### src/rtl/sdram_stream_writer.sv
// sdram_stream_writer
// Accepts a 16-bit sample stream and writes it as consecutive words to an
// Avalon-MM SDRAM controller slave, starting at a programmable word address.
// Samples are staged in a small registered FIFO so the stream side and the
// memory side can stall independently.
//
// Optional feature: define SDRAM_STREAM_WRITER_TIMEOUT_EN to add a stall
// watchdog. After 255 consecutive stalled write cycles the transfer is
// abandoned and err is raised. Without the macro, err is tied low and the
// ERR state is never entered.

module sdram_stream_writer #(
  parameter int ADDR_W     = 25,
  parameter int CNT_W      = 24,
  parameter int FIFO_DEPTH = 8
) (
  input  logic              clk_clk,
  input  logic              reset_reset,

  input  logic              start,
  input  logic [ADDR_W-1:0] base_addr,
  input  logic [CNT_W-1:0]  word_count,
  output logic              busy,
  output logic              done,
  output logic              err,

  input  logic [15:0]       snk_data,
  input  logic              snk_valid,
  output logic              snk_ready,

  output logic [ADDR_W-1:0] avm_address,
  output logic              avm_write,
  output logic [15:0]       avm_writedata,
  output logic [1:0]        avm_byteenable,
  input  logic              avm_waitrequest
);

  localparam int PTR_W = (FIFO_DEPTH > 1) ? $clog2(FIFO_DEPTH) : 1;
  localparam logic [PTR_W:0] FULL_LVL = (PTR_W+1)'(FIFO_DEPTH);

  typedef enum logic [1:0] {
    IDLE = 2'd0,
    RUN  = 2'd1,
    DONE = 2'd2,
    ERR  = 2'd3
  } state_t;

  state_t state, state_nxt;

  // Transfer bookkeeping
  logic [ADDR_W-1:0] addr_q;
  logic [CNT_W-1:0]  wc_q;
  logic [CNT_W-1:0]  acc_cnt;
  logic [CNT_W-1:0]  wr_cnt;

  // FIFO storage and pointers
  logic [15:0]       mem [FIFO_DEPTH];
  logic [PTR_W-1:0]  rd_ptr;
  logic [PTR_W-1:0]  wr_ptr;
  logic [PTR_W:0]    level;

  logic fifo_empty;
  logic fifo_full;
  logic push;
  logic pop;
  logic flush;
  logic start_ok;
  logic timeout;

  assign fifo_empty = (level == '0);
  assign fifo_full  = (level == FULL_LVL);
  assign start_ok   = (state == IDLE) && start;

  assign snk_ready  = (state == RUN) && !fifo_full && (acc_cnt != wc_q);
  assign push       = snk_valid && snk_ready;

  assign avm_write      = (state == RUN) && !fifo_empty;
  assign pop            = avm_write && !avm_waitrequest;
  assign avm_address    = addr_q;
  // Head is forced to zero when empty so the bus never shows stale or
  // uninitialised storage while idle.
  assign avm_writedata  = fifo_empty ? '0 : mem[rd_ptr];
  assign avm_byteenable = 2'b11;

  assign busy  = (state == RUN);
  assign done  = (state == DONE);
  // Pending samples are thrown away when the watchdog abandons a transfer.
  assign flush = (state == RUN) && (state_nxt == ERR);

`ifdef SDRAM_STREAM_WRITER_TIMEOUT_EN
  logic [7:0] stall_cnt;
  logic       stall;
  logic       err_q;

  assign stall = avm_write && avm_waitrequest;
  // The counter reaches 255 on the same edge that moves the FSM to ERR.
  assign timeout = stall && (stall_cnt == 8'd254);
  assign err     = err_q;

  // Consecutive-stall counter, cleared by any non-stalled cycle
  always_ff @(posedge clk_clk) begin
    if (reset_reset) begin
      stall_cnt <= '0;
    end else if (stall) begin
      stall_cnt <= stall_cnt + 8'd1;
    end else begin
      stall_cnt <= '0;
    end
  end

  // Sticky error flag, cleared only by the next accepted start
  always_ff @(posedge clk_clk) begin
    if (reset_reset) begin
      err_q <= 1'b0;
    end else if (start_ok) begin
      err_q <= 1'b0;
    end else if (flush) begin
      err_q <= 1'b1;
    end
  end
`else
  assign timeout = 1'b0;
  assign err     = 1'b0;
`endif

  // State register
  always_ff @(posedge clk_clk) begin
    if (reset_reset) begin
      state <= IDLE;
    end else begin
      state <= state_nxt;
    end
  end

  // Next-state logic
  always_comb begin
    state_nxt = state;
    unique case (state)
      IDLE: begin
        if (start) begin
          state_nxt = (word_count == '0) ? DONE : RUN;
        end
      end
      RUN: begin
        if (timeout) begin
          state_nxt = ERR;
        end else if (pop && (wr_cnt == (wc_q - 1'b1))) begin
          state_nxt = DONE;
        end
      end
      DONE:    state_nxt = IDLE;
      ERR:     state_nxt = IDLE;
      default: state_nxt = IDLE;
    endcase
  end

  // Address and word counters; parameters captured on an accepted start
  always_ff @(posedge clk_clk) begin
    if (reset_reset) begin
      addr_q  <= '0;
      wc_q    <= '0;
      acc_cnt <= '0;
      wr_cnt  <= '0;
    end else if (start_ok) begin
      addr_q  <= base_addr;
      wc_q    <= word_count;
      acc_cnt <= '0;
      wr_cnt  <= '0;
    end else begin
      if (push) begin
        acc_cnt <= acc_cnt + 1'b1;
      end
      if (pop) begin
        wr_cnt <= wr_cnt + 1'b1;
        addr_q <= addr_q + 1'b1;
      end
    end
  end

  // FIFO pointers and occupancy; push and pop may coincide at any level
  always_ff @(posedge clk_clk) begin
    if (reset_reset || flush) begin
      rd_ptr <= '0;
      wr_ptr <= '0;
      level  <= '0;
    end else begin
      if (push) begin
        wr_ptr <= wr_ptr + 1'b1;
      end
      if (pop) begin
        rd_ptr <= rd_ptr + 1'b1;
      end
      if (push && !pop) begin
        level <= level + 1'b1;
      end else if (!push && pop) begin
        level <= level - 1'b1;
      end
    end
  end

  // FIFO storage write port
  always_ff @(posedge clk_clk) begin
    if (push) begin
      mem[wr_ptr] <= snk_data;
    end
  end

endmodule

### config.mk
export PLATFORM = sky130hd
export DESIGN_NAME = sdram_stream_writer
export DESIGN_NICKNAME = d
export VERILOG_FILES = /design/src/rtl/sdram_stream_writer.sv
export SDC_FILE = /design/constraint.sdc
export NUM_CORES = 1
export LEC_CHECK = 0
export BUFFER_PORTS_ARGS = -buffer_cell sky130_fd_sc_hd__buf_2
export CAP_MARGIN = 10
export CORE_UTILIZATION = 30
export CTS_CLUSTER_SIZE = 24
export DETAILED_ROUTE_END_ITERATION = 7
export GPL_ROUTABILITY_DRIVEN = 0
export GPL_TIMING_DRIVEN = 0
export PLACE_DENSITY_LB_ADDON = 0.15
export SYNTH_ARGS = -nofsm -noshare
export SYNTH_HDL_FRONTEND = slang
export SYNTH_SLANG_ARGS = --single-unit
### constraint.sdc
create_clock -name clk_clk -period 3.05 [get_ports clk_clk]
set_input_delay 0.305 -clock clk_clk [delete_from_list [all_inputs] [get_ports clk_clk]]
set_output_delay 0.305 -clock clk_clk [all_outputs]
set_load 0.02 [all_outputs]
==> flow_metrics.py <==
metrics = {
    "status": {
        "status": "complete, but fails checks",
        "violations": "DRC",
    },
    "yosys": {
        "seq_area_frac_synth_pct": 55.6,
        "synthCells": 958,
        "synthArstFlopShare_pct": 0,
        "synth-simple-area-share_pct": 16.6,
        "synthXorXnorAreaFrac_pct": 9.84,
        "ys.flop_type": "edfxtp_1",
        "synth_area_um2": 10900,
        "ys_ff_latch": 240,
        "synthAdderAreaFrac_pct": 1.21,
        "ys.warnings.count": 0,
        "synth_top_family_by_area": "simple AND/OR/NAND/NOR gates",
        "synth_area_per_cell_um2": 11.4,
        "synth_mux_area_share_pct": 8.41,
        "synth_edf_count": 128,
        "synth_compound_area_share_pct": 5.53,
        "netlist-cell-type-count": 58,
    },
    "critical_path": {
        "cp_max_fo": 9,
        "end_kind": "register",
        "reg2reg_depth": 14,
        "path_class": "reg -> reg",
        "critPathRequiredTime_ns": 3.54,
        "arrival_ns": 3.36,
        "crit_path_start_kind": "register",
    },
    "grt": {
        "antenna_found_initial": 0,
        "grt_pass1_vias": 7625,
        "track_usage_pct": 15.1,
        "grt_max_degree": 16,
        "grt_pass1_wl_um": 43100,
        "overflow": 0,
    },
    "die": {
        "die_w_um": 193,
        "die-area_um2": 37300,
        "core_area_um2": 35700,
        "num_io_pins": 118,
        "start_util_pct": 30.6,
        "dieHeight_um": 193,
        "rows": 69,
    },
    "flow_run": {
        "max_cap_viol_count": 0,
    },
    "routing": {
        "wl_met1_um": 13300,
        "highest_layer": "met4",
        "wl_met2_um": 12800,
        "detailroute.wirelength.met3_um": 1310,
        "wl_per_cell_um": 17.2,
        "final_antenna_net_count": 0,
        "drc": 5,
        "vias_per_cell": 4.72,
        "vias": 7655,
        "first_iter_violations": 408,
        "dr.pass1.iters": 8,
        "wl_um": 27900,
    },
    "clock_tree": {
        "htree_levels": 1,
        "clockBufferDepth": 3,
        "cts_tree": "yes",
        "cts_sinks": 240,
        "cts_buffers": 28,
        "cts_root_buffer": "clkbuf_16",
        "clkTransAtPathRegs_ns": 0.06,
        "clock_latency_ns": 0.56,
    },
    "timing": {
        "finalHoldViolCount": 0,
        "tightest_slew_ns": 0.847,
        "holdWs_ns": 0.0211,
        "drv_slew": 0,
        "fin_crit_sh_pct": 93.9,
        "post-route-min-period_ns": 2.87,
        "max-slew-margin-rel_pct": 43.3,
        "setup_viol": 0,
        "max_freq_ghz": 0.349,
        "finClkSkew_ns": 0.0215,
    },
    "placement": {
        "numPortBuffers": 113,
        "dpl.hpwl_um": 19900,
    },
    "worst_hold_path": {
        "hold_path_depth": 3,
        "min-delay-path-class": "in -> reg",
    },
    "pwr": {
        "power.total_uw": 8190,
        "peakVddDrop_mv": 0.393,
        "p_leak_uw": 0.00488,
        "power_density_nw_per_um2": 594,
    },
    "final_layout": {
        "n_fill_cell": 3569,
        "area_delta_synth_final_pct": 25.9,
        "insertedDiodeCount": 0,
        "final_nets": 1219,
        "final_common_cell": "edfxtp_1",
        "multi_input_area_um2": 4750,
        "final_cell_mix": "edfxtp_1 (128), buf_2 (120), nor2_1 (115)",
        "seq_area_um2": 6110,
        "drive_gt1_share_pct": 24.2,
    },
}
## Yosys cell counts, drive strengths merged, types with 2 or more instances
cell	count	area (um^2)
a2111oi	2	23.8
a211oi	21	158
a21oi	43	215
a311oi	5	43.8
and2	2	12.5
and3	10	62.6
and4	5	48.8
buf	18	92.6
clkbuf	37	141
conb	2	7.51
dfxtp	112	2240
edfxtp	128	3840
ha	9	113
inv	17	63.8
mux2i	20	200
mux4	32	721
nand2	97	364
nand2b	6	37.5
nand3	34	185
nand4	19	134
nor2	116	435
nor2b	3	18.8
nor3	15	113
nor3b	8	60.1
nor4	24	169
nor4b	4	41.3
o2111ai	2	17.5
o21ai	11	55.1
o22ai	2	12.5
o31ai	3	22.5
o32ai	2	17.5
or3	14	88.8
or4	3	26.3
xnor2	43	377
xor2	80	701
## path summary, 6_finish.rpt
check / slack [ns] / end / startpoint
min: 0.02 / wc_q[0]$_SDFFE_PP0P_ / word_count[0]
max: 0.18 / level[3]$_SDFFE_PP0P_ / acc_cnt[16]$_SDFFE_PP0P_
min reg2reg: 0.51 / rd_ptr[1]$_SDFFE_PP0P_ / rd_ptr[1]$_SDFFE_PP0P_
max reg2reg: 0.18 / level[3]$_SDFFE_PP0P_ / acc_cnt[16]$_SDFFE_PP0P_
## flip-flops by register name (all words and copies together) (netlist names), named ones only
signal and cells:
mem 128, avm_address 25, acc_cnt 24, wc_q 24, wr_cnt 24, level 4
rd_ptr 3, wr_ptr 3, state 2
## routing by layer
| metal | vias to the layer above | global-route usage, % |
|---|---|---|
| met5 | - | 0 |
| met4 | 0 | 3.28 |
| met3 | 27 | 2.39 |
| met2 | 169 | 24.8 |
| met1 | 3658 | 20.8 |
| li1 | 3801 | - |
## critical path, cell delays in order, from the launching register on
cell	delay (ns)
dfxtp_1	0.36
xor2_1	0.19
nor4_1	0.30
nand2_1	0.09
o31a_1	0.35
nand2_4	0.13
inv_6	0.07
ha_4	0.18
inv_4	0.06
ha_1	0.21
a21o_1	0.19
a21oi_2	0.16
xnor2_2	0.08
or3_1	0.32
a21oi_2	0.11
## cells by family after synthesis
logic type | Yosys count
AND/OR/NAND/NOR | 363
XOR/XNOR | 123
AO/OA/AOI/OAI | 96
other | 2
buffers and inverters | 72
multiplexers | 52
flip-flops | 240
adder cells (fa/ha/maj) | 10
## area by class of cell
type,instances,area share (%)
Multi-Input combinational cell,647,34.5
Tap cell,461,4.19
Clock buffer,35,5.45
Timing Repair Buffer,158,7.71
Buffer,47,1.63
Sequential cell,240,44.4
Clock inverter,17,1.68
Inverter,17,0.518
## stage by stage
step | setup TNS [ns] | utilization, % | instances | cell area, um^2 | worst slack, ns
floorplan | -0.0533 | - | 959 | 11000 | -0.0533
global placement | -120.87 | 33.9 | 1533 | 12100 | -1.43
detailed placement | -16.28 | 34.5 | 1544 | 12300 | -0.771
CTS | 0 | 38.3 | 1623 | 13700 | 0.00622
global route | -0.00416 | 38.6 | 1622 | 13800 | -0.00416
finish | 0 | 38.6 | 1622 | 13800 | 0.185
## where the power goes
part | switching [uW] | internal (uW) | total, uW
logic | 647 | 439 | 1090
clock network | 1400 | 2110 | 3510
registers | 109 | 3480 | 3590
## repair_timing
item                       CTS  global route
pin swaps                    4            11
hold endpoints to repair   106             0
gates resized for setup     31            30
buffers inserted             1             2
setup endpoints to repair  113            16
hold buffers                31             0
Note: power is estimated with default switching activity, not from simulation.
